[config.mk]
export PLATFORM = sky130hd
export DESIGN_NAME = mem_port_arbiter
export DESIGN_NICKNAME = d
export VERILOG_FILES = /design/src/rtl/mem_port_arbiter_pkg.sv /design/src/rtl/mem_port_arbiter_starve_counter.sv /design/src/rtl/mem_port_arbiter.sv
export SDC_FILE = /design/constraint.sdc
export NUM_CORES = 1
export LEC_CHECK = 0
export ABC_AREA = 1
export BUFFER_PORTS_ARGS = -buffer_cell sky130_fd_sc_hd__buf_2
export CORE_AREA = 2 2 98 100
export CTS_CLUSTER_DIAMETER = 120
export DETAILED_ROUTE_END_ITERATION = 10
export DIE_AREA = 0 0 100 102
export HOLD_SLACK_MARGIN = 0.03
export PLACE_DENSITY = 0.49
export SYNTH_ARGS = -nofsm -noshare
export SYNTH_HDL_FRONTEND = slang
export SYNTH_SLANG_ARGS = --single-unit
[constraint.sdc]
create_clock -name clk -period 2.1 [get_ports clk]
set_input_delay 0.105 -clock clk [delete_from_list [all_inputs] [get_ports clk]]
set_output_delay 0.105 -clock clk [all_outputs]
set_load 0.02 [all_outputs]
[src/rtl/mem_port_arbiter_pkg.sv]
// Shared definitions for the fetch/data memory port arbiter: read-owner
// encoding and the bus widths used by the CPU top.
package mem_port_arbiter_pkg;

    localparam int CPU_D_WIDTH       = 32;
    localparam int CPU_A_WIDTH       = 32;
    localparam int CPU_MEM_A_WIDTH   = 8;
    localparam int DEF_STARVE_LIMIT  = 4;

    // Which requester owns the read data returning from the SRAM this cycle.
    typedef enum logic [1:0] {
        IDLE = 2'd0,
        RD_I = 2'd1,
        RD_D = 2'd2
    } owner_e;

    function automatic int cnt_width(input int limit);
        return (limit < 1) ? 1 : $clog2(limit + 1);
    endfunction

endpackage

[src/rtl/mem_port_arbiter_starve_counter.sv]
// Saturating up-counter with synchronous clear; sat flags that the
// count has reached LIMIT.
module starve_counter
    import mem_port_arbiter_pkg::*;
#(
    parameter int LIMIT = DEF_STARVE_LIMIT,
    parameter int CW    = cnt_width(LIMIT)
) (
    input  logic clk,
    input  logic rst,
    input  logic inc,
    input  logic clr,
    output logic sat
);

    logic [CW-1:0] cnt;

    always_ff @(posedge clk) begin
        if (rst || clr) begin
            cnt <= '0;
        end else if (inc && (cnt < CW'(LIMIT))) begin
            cnt <= cnt + CW'(1);
        end
    end

    assign sat = (cnt >= CW'(LIMIT));

endmodule

[src/rtl/mem_port_arbiter.sv]
// Single-port SRAM arbiter: data port has fixed priority, fetch is forced
// through after STARVE_LIMIT consecutive denials. Read data returns 1 cycle later.
module mem_port_arbiter
    import mem_port_arbiter_pkg::*;
#(
    parameter int D_WIDTH      = CPU_D_WIDTH,
    parameter int A_WIDTH      = CPU_A_WIDTH,
    parameter int MEM_A_WIDTH  = CPU_MEM_A_WIDTH,
    parameter int STARVE_LIMIT = DEF_STARVE_LIMIT
) (
    input  logic                   clk,
    input  logic                   rst,
    input  logic                   i_req,
    input  logic [A_WIDTH-1:0]     i_addr,
    output logic                   i_gnt,
    output logic                   i_rvalid,
    output logic [D_WIDTH-1:0]     i_rdata,
    input  logic                   d_req,
    input  logic                   d_we,
    input  logic [D_WIDTH/8-1:0]   d_be,
    input  logic [A_WIDTH-1:0]     d_addr,
    input  logic [D_WIDTH-1:0]     d_wdata,
    output logic                   d_gnt,
    output logic                   d_rvalid,
    output logic [D_WIDTH-1:0]     d_rdata,
    output logic                   mem_en,
    output logic                   mem_we,
    output logic [D_WIDTH/8-1:0]   mem_be,
    output logic [MEM_A_WIDTH-1:0] mem_addr,
    output logic [D_WIDTH-1:0]     mem_wdata,
    input  logic [D_WIDTH-1:0]     mem_rdata,
    output logic                   starved
);

    owner_e state, state_nxt;
    logic   starve_sat;

    starve_counter #(.LIMIT(STARVE_LIMIT)) u_starve (
        .clk (clk),
        .rst (rst),
        .inc (i_req & ~i_gnt),
        .clr (i_gnt | ~i_req),
        .sat (starve_sat)
    );

    // Counter clears on the reset edge; mask it so nothing is forced while rst is high.
    assign starved = starve_sat & ~rst;

    always_comb begin
        i_gnt = 1'b0;
        d_gnt = 1'b0;
        if (!rst) begin
            if (starved && i_req) begin
                i_gnt = 1'b1;
            end else if (d_req) begin
                d_gnt = 1'b1;
            end else if (i_req) begin
                i_gnt = 1'b1;
            end
        end
    end

    // Word index only: byte offset and bits above the SRAM depth wrap.
    always_comb begin
        mem_en    = i_gnt | d_gnt;
        mem_we    = d_gnt & d_we;
        mem_be    = '1;
        mem_addr  = '0;
        mem_wdata = '0;
        if (i_gnt) begin
            mem_addr = i_addr[MEM_A_WIDTH+1:2];
        end else if (d_gnt) begin
            mem_addr = d_addr[MEM_A_WIDTH+1:2];
            if (d_we) begin
                mem_be    = d_be;
                mem_wdata = d_wdata;
            end
        end
    end

    always_ff @(posedge clk) begin
        if (rst) begin
            state <= IDLE;
        end else begin
            state <= state_nxt;
        end
    end

    always_comb begin
        state_nxt = IDLE;
        i_rvalid  = 1'b0;
        d_rvalid  = 1'b0;
        i_rdata   = '0;
        d_rdata   = '0;
        if (i_gnt) begin
            state_nxt = RD_I;
        end else if (d_gnt && !d_we) begin
            state_nxt = RD_D;
        end
        // A read in flight when rst rises is dropped.
        if (!rst) begin
            case (state)
                RD_I: begin
                    i_rvalid = 1'b1;
                    i_rdata  = mem_rdata;
                end
                RD_D: begin
                    d_rvalid = 1'b1;
                    d_rdata  = mem_rdata;
                end
                default: ;
            endcase
        end
    end

    logic unused_addr_bits;
    assign unused_addr_bits = &{1'b0, i_addr[A_WIDTH-1:MEM_A_WIDTH+2], i_addr[1:0],
                                d_addr[A_WIDTH-1:MEM_A_WIDTH+2], d_addr[1:0]};

endmodule
Yosys cells after proc, flatten, opt, wreduce, memory -nomap -nowiden
Cells that the tools add are included.

cells by class
  equal/unequal tests = 2
  bitwise gates (word level) = 8
  reduce and logical (&&, ||, !) cells = 6
  add/sub/neg operators = 1
  muxes and demuxes = 25
  magnitude comparators = 2

operator list
  operator             count
  $mux 32              7
  $mux 8               2
  $mux 1               12
  $mux 4               3
  $add 3x1->3 const B  1
  $and 1x1->1          3
  $ge 3x3->1 const B   1
  $logic_and 1x1->1    3
  $lt 3x3->1 const B   1
  $not 1->1            3
  $eq 2x1->1 const B   1
  $eq 2x2->1 const B   1
  $mux 2               1
  $or 1x1->1           2
  $reduce_or 2->1      1
  $logic_not 1->1      1
  $logic_or 1x1->1     1

word-level totals
  logic and storage cells = 47
  output and inout bits = 115
  flip-flop bits (word level) = 5

Longest topological paths before layout
Gate-level depths: netlist of run 1.

  word-level depth = 8
  gate-level depth with buffers = 7
  mapped depth without buffers = 5

Modules after synthesis
A second synthesis of run 1 with hierarchy kept.

second synthesis, totals
  cells, all modules = 261
  area total of the unflattened synthesis = 1281.2 µm²

modules (own cells, without submodules)
  module            times used  area each (µm²)  cells an instance
  mem_port_arbiter  1           1116.1           236
  starve_counter    1           165.2            25

Least setup slack after synthesis of run 1
OpenSTA, ideal clock, no wires.

  kind = register -> output
  start = reg u_starve.cnt[2]
  end = out mem_en
  data arrival time = 1.084 ns
  stages on the path, launching flop included = 5
  setup slack = 0.911 ns
  data required time = 1.995 ns
  buffers on the path = 0
  cells stage by stage = dfxtp_1 inv_1 o21ai_4 nand2_2 o21ai_1

between the ends
  word-level cells in the longest chain between the ends = 6
  elaborated cells on any way between the ends = 8
  classes of those cells = order compare (1); mux (4); bitwise (2); reduce/logical (1)

RTL lines
  what                    line                                   RTL
  start, declared         mem_port_arbiter_starve_counter.sv:16  logic [CW-1:0] cnt;
  start signal, assigned  mem_port_arbiter_starve_counter.sv:22  cnt <= cnt + CW'(1);
  $ge 3x3->1 (*)          mem_port_arbiter_starve_counter.sv:26  assign sat = (cnt >= CW'(LIMIT));
  $and 1x1->1 (*)         mem_port_arbiter.sv:47                 assign starved = starve_sat & ~rst;
  $logic_and 1x1->1 (*)   mem_port_arbiter.sv:53                 if (starved && i_req) begin
  $mux 1                  mem_port_arbiter.sv:53
  $mux 1                  mem_port_arbiter.sv:52                 if (!rst) begin
  $or 1x1->1 (*)          mem_port_arbiter.sv:65                 mem_en = i_gnt | d_gnt;
  end, declared           mem_port_arbiter.sv:26                 output logic mem_en,

Every way passes the cells marked *; elsewhere a longest branch is shown, timed or not.

Worst setup path after layout of run 1
Ends and elaborated chain as after synthesis.

==> results of run 1 <==
-- report_power, final --
group / switching, mW / internal [mW] / leakage (nW) / total (mW)
logic: 0.195 / 0.124 / 1.58 / 0.319
registers: 0.00146 / 0.0987 / 0.0409 / 0.100
clock network: 0.0475 / 0.130 / 0.0228 / 0.178
-- layer usage --
layer / GRT usage / up-vias
met5: 0 / -
met3: 0.0212 / 6
met4: 0.0316 / 2
li1: - / 1083
met2: 0.179 / 132
met1: 0.0791 / 824
-- how the worst max path moves through the flow --
stage / start / endpoint / slack (ns)
3_5_place_dp: u_starve.cnt[2] / mem_en / 0.75
2_1_floorplan: u_starve.cnt[2] / mem_en / 0.91
5_1_grt: u_starve.cnt[2] / mem_en / 0.39
6_report: u_starve.cnt[2] / mem_en / 0.56
4_1_cts: u_starve.cnt[2] / mem_en / 0.50
3_3_place_gp: i_req / mem_en / 0.80
-- flip-flops by register name, indices dropped and copies added, names as in the netlist --
signal / cells
state: 2
u_starve.cnt: 3
-- cells in the final DEF (no fill, tap or decap), drive strengths merged --
master / netlist / layout
nand3: 2 / 2
buf: 15 / 205
nand4: 9 / 9
ha: 1 / 1
inv: 39 / 39
xor2: 1 / 1
o21ai: 2 / 2
nor2: 111 / 111
nand2: 55 / 55
dfxtp: 5 / 5
clkbuf: 2 / 4
o211ai: 1 / 1
-- cell families after synthesis --
logic type,Yosys count,synth area share
buf+inv,56,0.235
fa+ha+maj,1,0.0109
flops,5,0.0875
xor+xnor,1,0.00766
compound gates,3,0.0252
simple gates,177,0.633
-- cell type report --
| cell class | instances | area (µm²) |
|---|---|---|
| clock buffer | 4 | 45.0 |
| sequential | 5 | 100 |
| tap | 111 | 139 |
| inverter | 39 | 149 |
| timing repair buffer | 205 | 1030 |
| multi-input combinational | 182 | 774 |
| fill | 1051 | 6870 |
-- through the flow --
stage | setup WS [ns] | instances | util | cell area (µm²)
3_5_place_dp | 0.750 | 542 | 0.241 | 2190
3_3_place_gp | 0.801 | 542 | 0.241 | 2190
4_1_cts | 0.500 | 546 | 0.246 | 2240
2_1_floorplan | 0.911 | 243 | - | 1140
5_1_grt | 0.391 | 546 | 0.246 | 2240
6_report | 0.555 | 546 | 0.246 | 2240
-- critical path, cell delays in order, from the launching register on --
cell and delay, ns:
dfxtp_1 0.38, inv_1 0.13, o21ai_4 0.28, nand2_2 0.10, o21ai_1 0.14, buf_2 0.19
==> key figures, run 1 <==
Outcome
  • Status: finished clean

STA
  • Setup violators final: 0
  • Max_slew headroom: 0.633
  • Minimum clock period: 1.54 ns
  • Worst hold slack: between 0.15 and 0.2 ns
  • Setup Skew: 0.000460 ns
  • Max Fclk: roughly 650 MHz
  • Setup TNS: 0 ns
  • Slew of the pin with the lowest slew margin: about 0.55 ns
  • RSZ-0062 raised after global routing: false
  • Fin. max-slew vios: 0
  • Final Cycle Share: 0.736
  • Fin. Hold Viols: 0

Logic synthesis
  • Yosys cell types: 20
  • Top-count cell post-synth: nor2_1
  • Synth Warn #: 0
  • Synth Instances: about 240
  • Post-synthesis register bit count: 5
  • Area share of the largest cell type after synthesis: 0.354
  • Area leader, netlist: nor2_1
  • Post-synth top flop: dfxtp_1
  • Async SR Flop Fraction: 0
  • Post-Synthesis Mean Instance Area: 4.71 µm²
  • Synth cell count leaders: 108 x nor2_1, 53 x nand2_1, 37 x inv_1
  • Seq/Total Area, Yosys: 0.0875
  • Count of flip-flops with a built-in enable after synthesis: 0
  • Net Count, Synth: 381
  • Main area contributors after synthesis: nor2_1 35%, nand2_1 17%, inv_1 12%, dfxtp_1 8.8%, buf_6 5.9%
  • Cell area after synthesis: around 1100 µm²

Critical path
  • Worst EP required: 2.00 ns
  • Crit start category: flop
  • WS Path Type: flop to output pin
  • Reg2reg setup slack: 1.00 ns
  • Critical R2R Launch: u_starve.cnt[2]
  • CP max FO: 9
  • FF-to-FF path depth: 4
  • Worst setup EP type: output pin
  • RR Endpoint: state[1]
  • Critical Path AT: roughly 1.4 ns

Drt
  • DRT iter0 DRCs: 42
  • Final wirelength: 5.20 mm
  • Post-route met1 wirelength: 1.84 mm
  • First-pass DRT Iterations: 4
  • Met2 WL: 2.66 mm
  • Max layer used: met5
  • WL met3: 624 µm
  • DRT antenna net count: 0
  • Routed vias/inst: approximately 3.7
  • Vias: 2047
  • DR WL/cell: approximately 9.5 µm
  • DR DRC count: 0

Place
  • Port bufs: 203
  • GPL Wtd Cong: 0.670
  • DP HPWL: 4.39 mm

Finish
  • Layout cells sized above 1: 0.501
  • ANT cells: 0
  • Final nets: 574
  • P&R area growth vs syn: 95.7%

Die
  • IO Count: 252
  • Row cnt: 35
  • Chip Width: 100 µm
  • Core area: between 9000 and 10000 µm²
  • Die area: 10200 µm²
  • Initial Utilization: 0.126
  • Die span in y: 102 µm

Min path
  • Hold Path Class: primary input to flop
  • Hold Startpoint: rst
  • WHS Endpoint: state[0]
  • Hold Path Stages: 2

Clock network
  • Clock slew at reported path FFs: roughly 0.040 ns
  • CTS tree: built
  • Post-CTS setup buffers: 0
  • H-tree depth: 1
  • Hold Buf Count CTS: 0
  • Skew-Pair Late Insertion Delay: 0.22 ns
  • Post-CTS sizing: 0
  • Max Root-Sink Buffers: 2
  • Cts bufs inserted: 3
  • Root cell of the clock tree: clkbuf_8
  • Num Clock Sinks: 5

Global routing
  • Initial antenna violation count: 1
  • GRT Util Overall: 0.0858
  • Total gr overflow: 0
  • Maximum number of pins on one net before global-route repair: 36
  • First-pass GRT wire length: 7.13 mm
  • Vias in the first global route: between 1500 and 2000

Pwr
  • Power Dens Cells: approximately 270 nW/µm²
  • VDD IR max: 0.0888 mV
  • Final Power: around 0.60 mW
  • LEAKAGE: 1.64 nW

Job
  • Maxcap violations: 0
Note: power is estimated with default switching activity, not from simulation.
==> run 2: changes to the inputs <==
--- a/config.mk
+++ b/config.mk
@@ -12,7 +12,7 @@
 export DETAILED_ROUTE_END_ITERATION = 10
 export DIE_AREA = 0 0 100 102
 export HOLD_SLACK_MARGIN = 0.03
-export PLACE_DENSITY = 0.49
+export PLACE_DENSITY = 0.5
 export SYNTH_ARGS = -nofsm -noshare
 export SYNTH_HDL_FRONTEND = slang
 export SYNTH_SLANG_ARGS = --single-unit
==> constraint.sdc (replaced) <==
create_clock -name clk -period 1.3 [get_ports clk]
set_input_delay 0.065 -clock clk [delete_from_list [all_inputs] [get_ports clk]]
set_output_delay 0.065 -clock clk [all_outputs]
set_load 0.02 [all_outputs]
==> key figures, run 2 (synthesis results as in run 1) <==
Finish
  • Fill count: 897
  • Registers with the most flip-flops: u_starve.cnt x3, state x2
  • Max reg flops: 3
  • P&R area growth vs syn: 189%
  • Commonest non-fill, non-tap cells in the layout: 130 x buf_2, 58 x buf_6, 52 x nand2_1
  • Final nets: 595
  • ANT cells: 0
  • Layout cells sized above 1: 0.671
  • Most common cell after layout, fill and taps aside: buf_2
  • Largest register by flop count: u_starve.cnt

Place
  • Port bufs: slightly above 200
  • DP HPWL: 4.36 mm
  • GPL Wtd Cong: about 0.70

Critical path
  • Critical Path AT: 1.28 ns
  • WS Path Type: flop to output pin
  • Worst setup EP type: output pin
  • CP max FO: 9
  • Crit start category: flop
  • Critical R2R Launch: u_starve.cnt[2]
  • RR Endpoint: state[1]
  • Worst EP required: 1.24 ns
  • Reg2reg setup slack: 0.36 ns
  • FF-to-FF path depth: 5
  • Critical path origin: u_starve.cnt[2]

Pwr
  • Int Power: 0.704 mW
  • LEAKAGE: between 1.5 and 2 nW
  • Clock power share: 0.239
  • Switch share: 0.431
  • Seq pwr share: 0.130
  • Final Power: 1.24 mW
  • Psw: 0.534 mW
  • VDD IR max: roughly 0.17 mV
  • Combinational share of power: 0.631
  • Power Dens Cells: 374 nW/µm²

Outcome
  • Failing checks: negative setup slack
  • Status: finished with violations

Die
  • Die area: 10200 µm²
  • Chip Width: 100 µm
  • Core area: 9110 µm²
  • Row cnt: 35
  • Die span in y: 102 µm
  • IO Count: 252
  • Initial Utilization: 0.126

STA
  • Slew of the pin with the lowest slew margin: approximately 0.34 ns
  • Final Worst Setup Slack: -0.0472 ns
  • RSZ-0062 raised after global routing: true
  • Setup violators final: 39
  • Max Fclk: 742 MHz
  • Fin. max-slew vios: 0
  • Max_slew headroom: 0.771
  • Setup Skew: between 0.003 and 0.004 ns
  • Worst hold slack: about 0.15 ns
  • Minimum clock period: 1.35 ns
  • Fin. Hold Viols: 0
  • Final Cycle Share: 1.04

Drt
  • First-pass DRT Iterations: 6
  • DRT antenna net count: 0
  • Routed vias/inst: between 4 and 5
  • DR DRC count: 0
  • Vias: 2295
  • DRT iter0 DRCs: 38
  • DR WL/cell: 11.9 µm
  • Final wirelength: 6.77 mm

Global routing
  • Total gr overflow: 0
  • Maximum number of pins on one net before global-route repair: 34
  • GRT Util Overall: 0.100
  • Initial antenna violation count: 0
  • First-pass GRT wire length: 8.28 mm
  • Vias in the first global route: 1885

Clock network
  • Max Root-Sink Buffers: 2
  • H-tree depth: 1
  • Cts bufs inserted: 3
  • Hold Buf Count CTS: 0
  • Num Clock Sinks: 5
  • CTS tree: built
  • Skew-Pair Late Insertion Delay: 0.23 ns
  • Root cell of the clock tree: clkbuf_8
  • Clock slew at reported path FFs: around 0.040 ns

Job
  • Maxcap violations: 0

Min path
  • Hold Startpoint: rst
  • Hold Path Stages: 2
  • WHS Endpoint: state[0]
  • Hold Path Class: primary input to flop
==> run 2: changes by cell type in the layout (fill, tap and decap cells not counted), moves of 3 or more <==
cell     delta
inv_1       -3
buf_2      -73
buf_6      +58
nor2_1     -59
dfxtp_1     -3
nor2_2     +20
nand2_8     +4
buf_12      +5
buf_4      +23
nor2_4     +39
==> run 2: repair_timing <==
item	in CTS	in global routing
gates resized for setup	93	161
gates cloned	3	5
buffers inserted	5	2
pin swaps	4	5
endpoints found under the hold margin	0	0
endpoints found under the setup margin	74	105
==> run 2: how the worst max path moves through the flow <==
| stage | endpoint | slack, ns | cells after the start |
|---|---|---|---|
| floorplan | mem_en | 0.15 | 4 |
| global placement | mem_addr[2] | 0.07 | 6 |
| detailed placement | mem_addr[7] | 0.08 | 6 |
| finish | mem_wdata[16] | -0.05 | 6 |
| CTS | mem_addr[2] | -0.04 | 6 |
| global route | mem_addr[3] | -0.09 | 6 |
==> run 2: power groups by stage <==
| stage | Clock (mW) | Combinational (mW) | Sequential, mW |
|---|---|---|---|
| after floorplan | 0 | 0.300 | 0.164 |
| after global placement | 0 | 0.539 | 0.164 |
| after detailed placement | 0 | 0.543 | 0.164 |
| after CTS | 0.300 | 0.633 | 0.160 |
| after global routing | 0.314 | 0.842 | 0.162 |
| final | 0.296 | 0.780 | 0.161 |
==> run 2: layout make-up <==
| class | instances | area, µm² | area share |
|---|---|---|---|
| clock buffer | 4 | 45.0 | 0.0136 |
| inverter | 39 | 159 | 0.0481 |
| multi-input combinational | 187 | 1220 | 0.369 |
| sequential | 5 | 106 | 0.0322 |
| tap | 111 | 139 | 0.0420 |
| timing repair buffer | 220 | 1630 | 0.494 |
| timing repair inverter | 1 | 6.26 | 0.00189 |
==> run 2: per-layer routing <==
metal | track usage | part of all wire | up-vias
li1 | - | - | 1137
met1 | 0.104 | 0.35 | 1013
met2 | 0.212 | 0.56 | 140
met3 | 0.0116 | 0.082 | 5
met4 | 0.0221 | 0.0065 | 0
met5 | 0 | 0 | -
==> run 2: worst max-delay path, cell delays in order (launching register included) <==
cell and delay [ns]:
dfxtp_4 0.36, nand2_4 0.08, nand3_4 0.06, buf_12 0.17
buf_8 0.14, nor2_2 0.09, buf_4 0.14
==> run 2: through the flow <==
stage          worst slack (ns)   util  setup TNS, ns  instances  area (µm²)
2_1_floorplan             0.151      -              0        243        1140
3_3_place_gp             0.0656  0.248              0        548        2260
3_5_place_dp             0.0780  0.248              0        548        2260
4_1_cts                 -0.0446  0.290         -0.724        560        2640
5_1_grt                 -0.0950  0.363          -4.02        567        3310
6_report                -0.0472  0.363         -0.809        567        3310
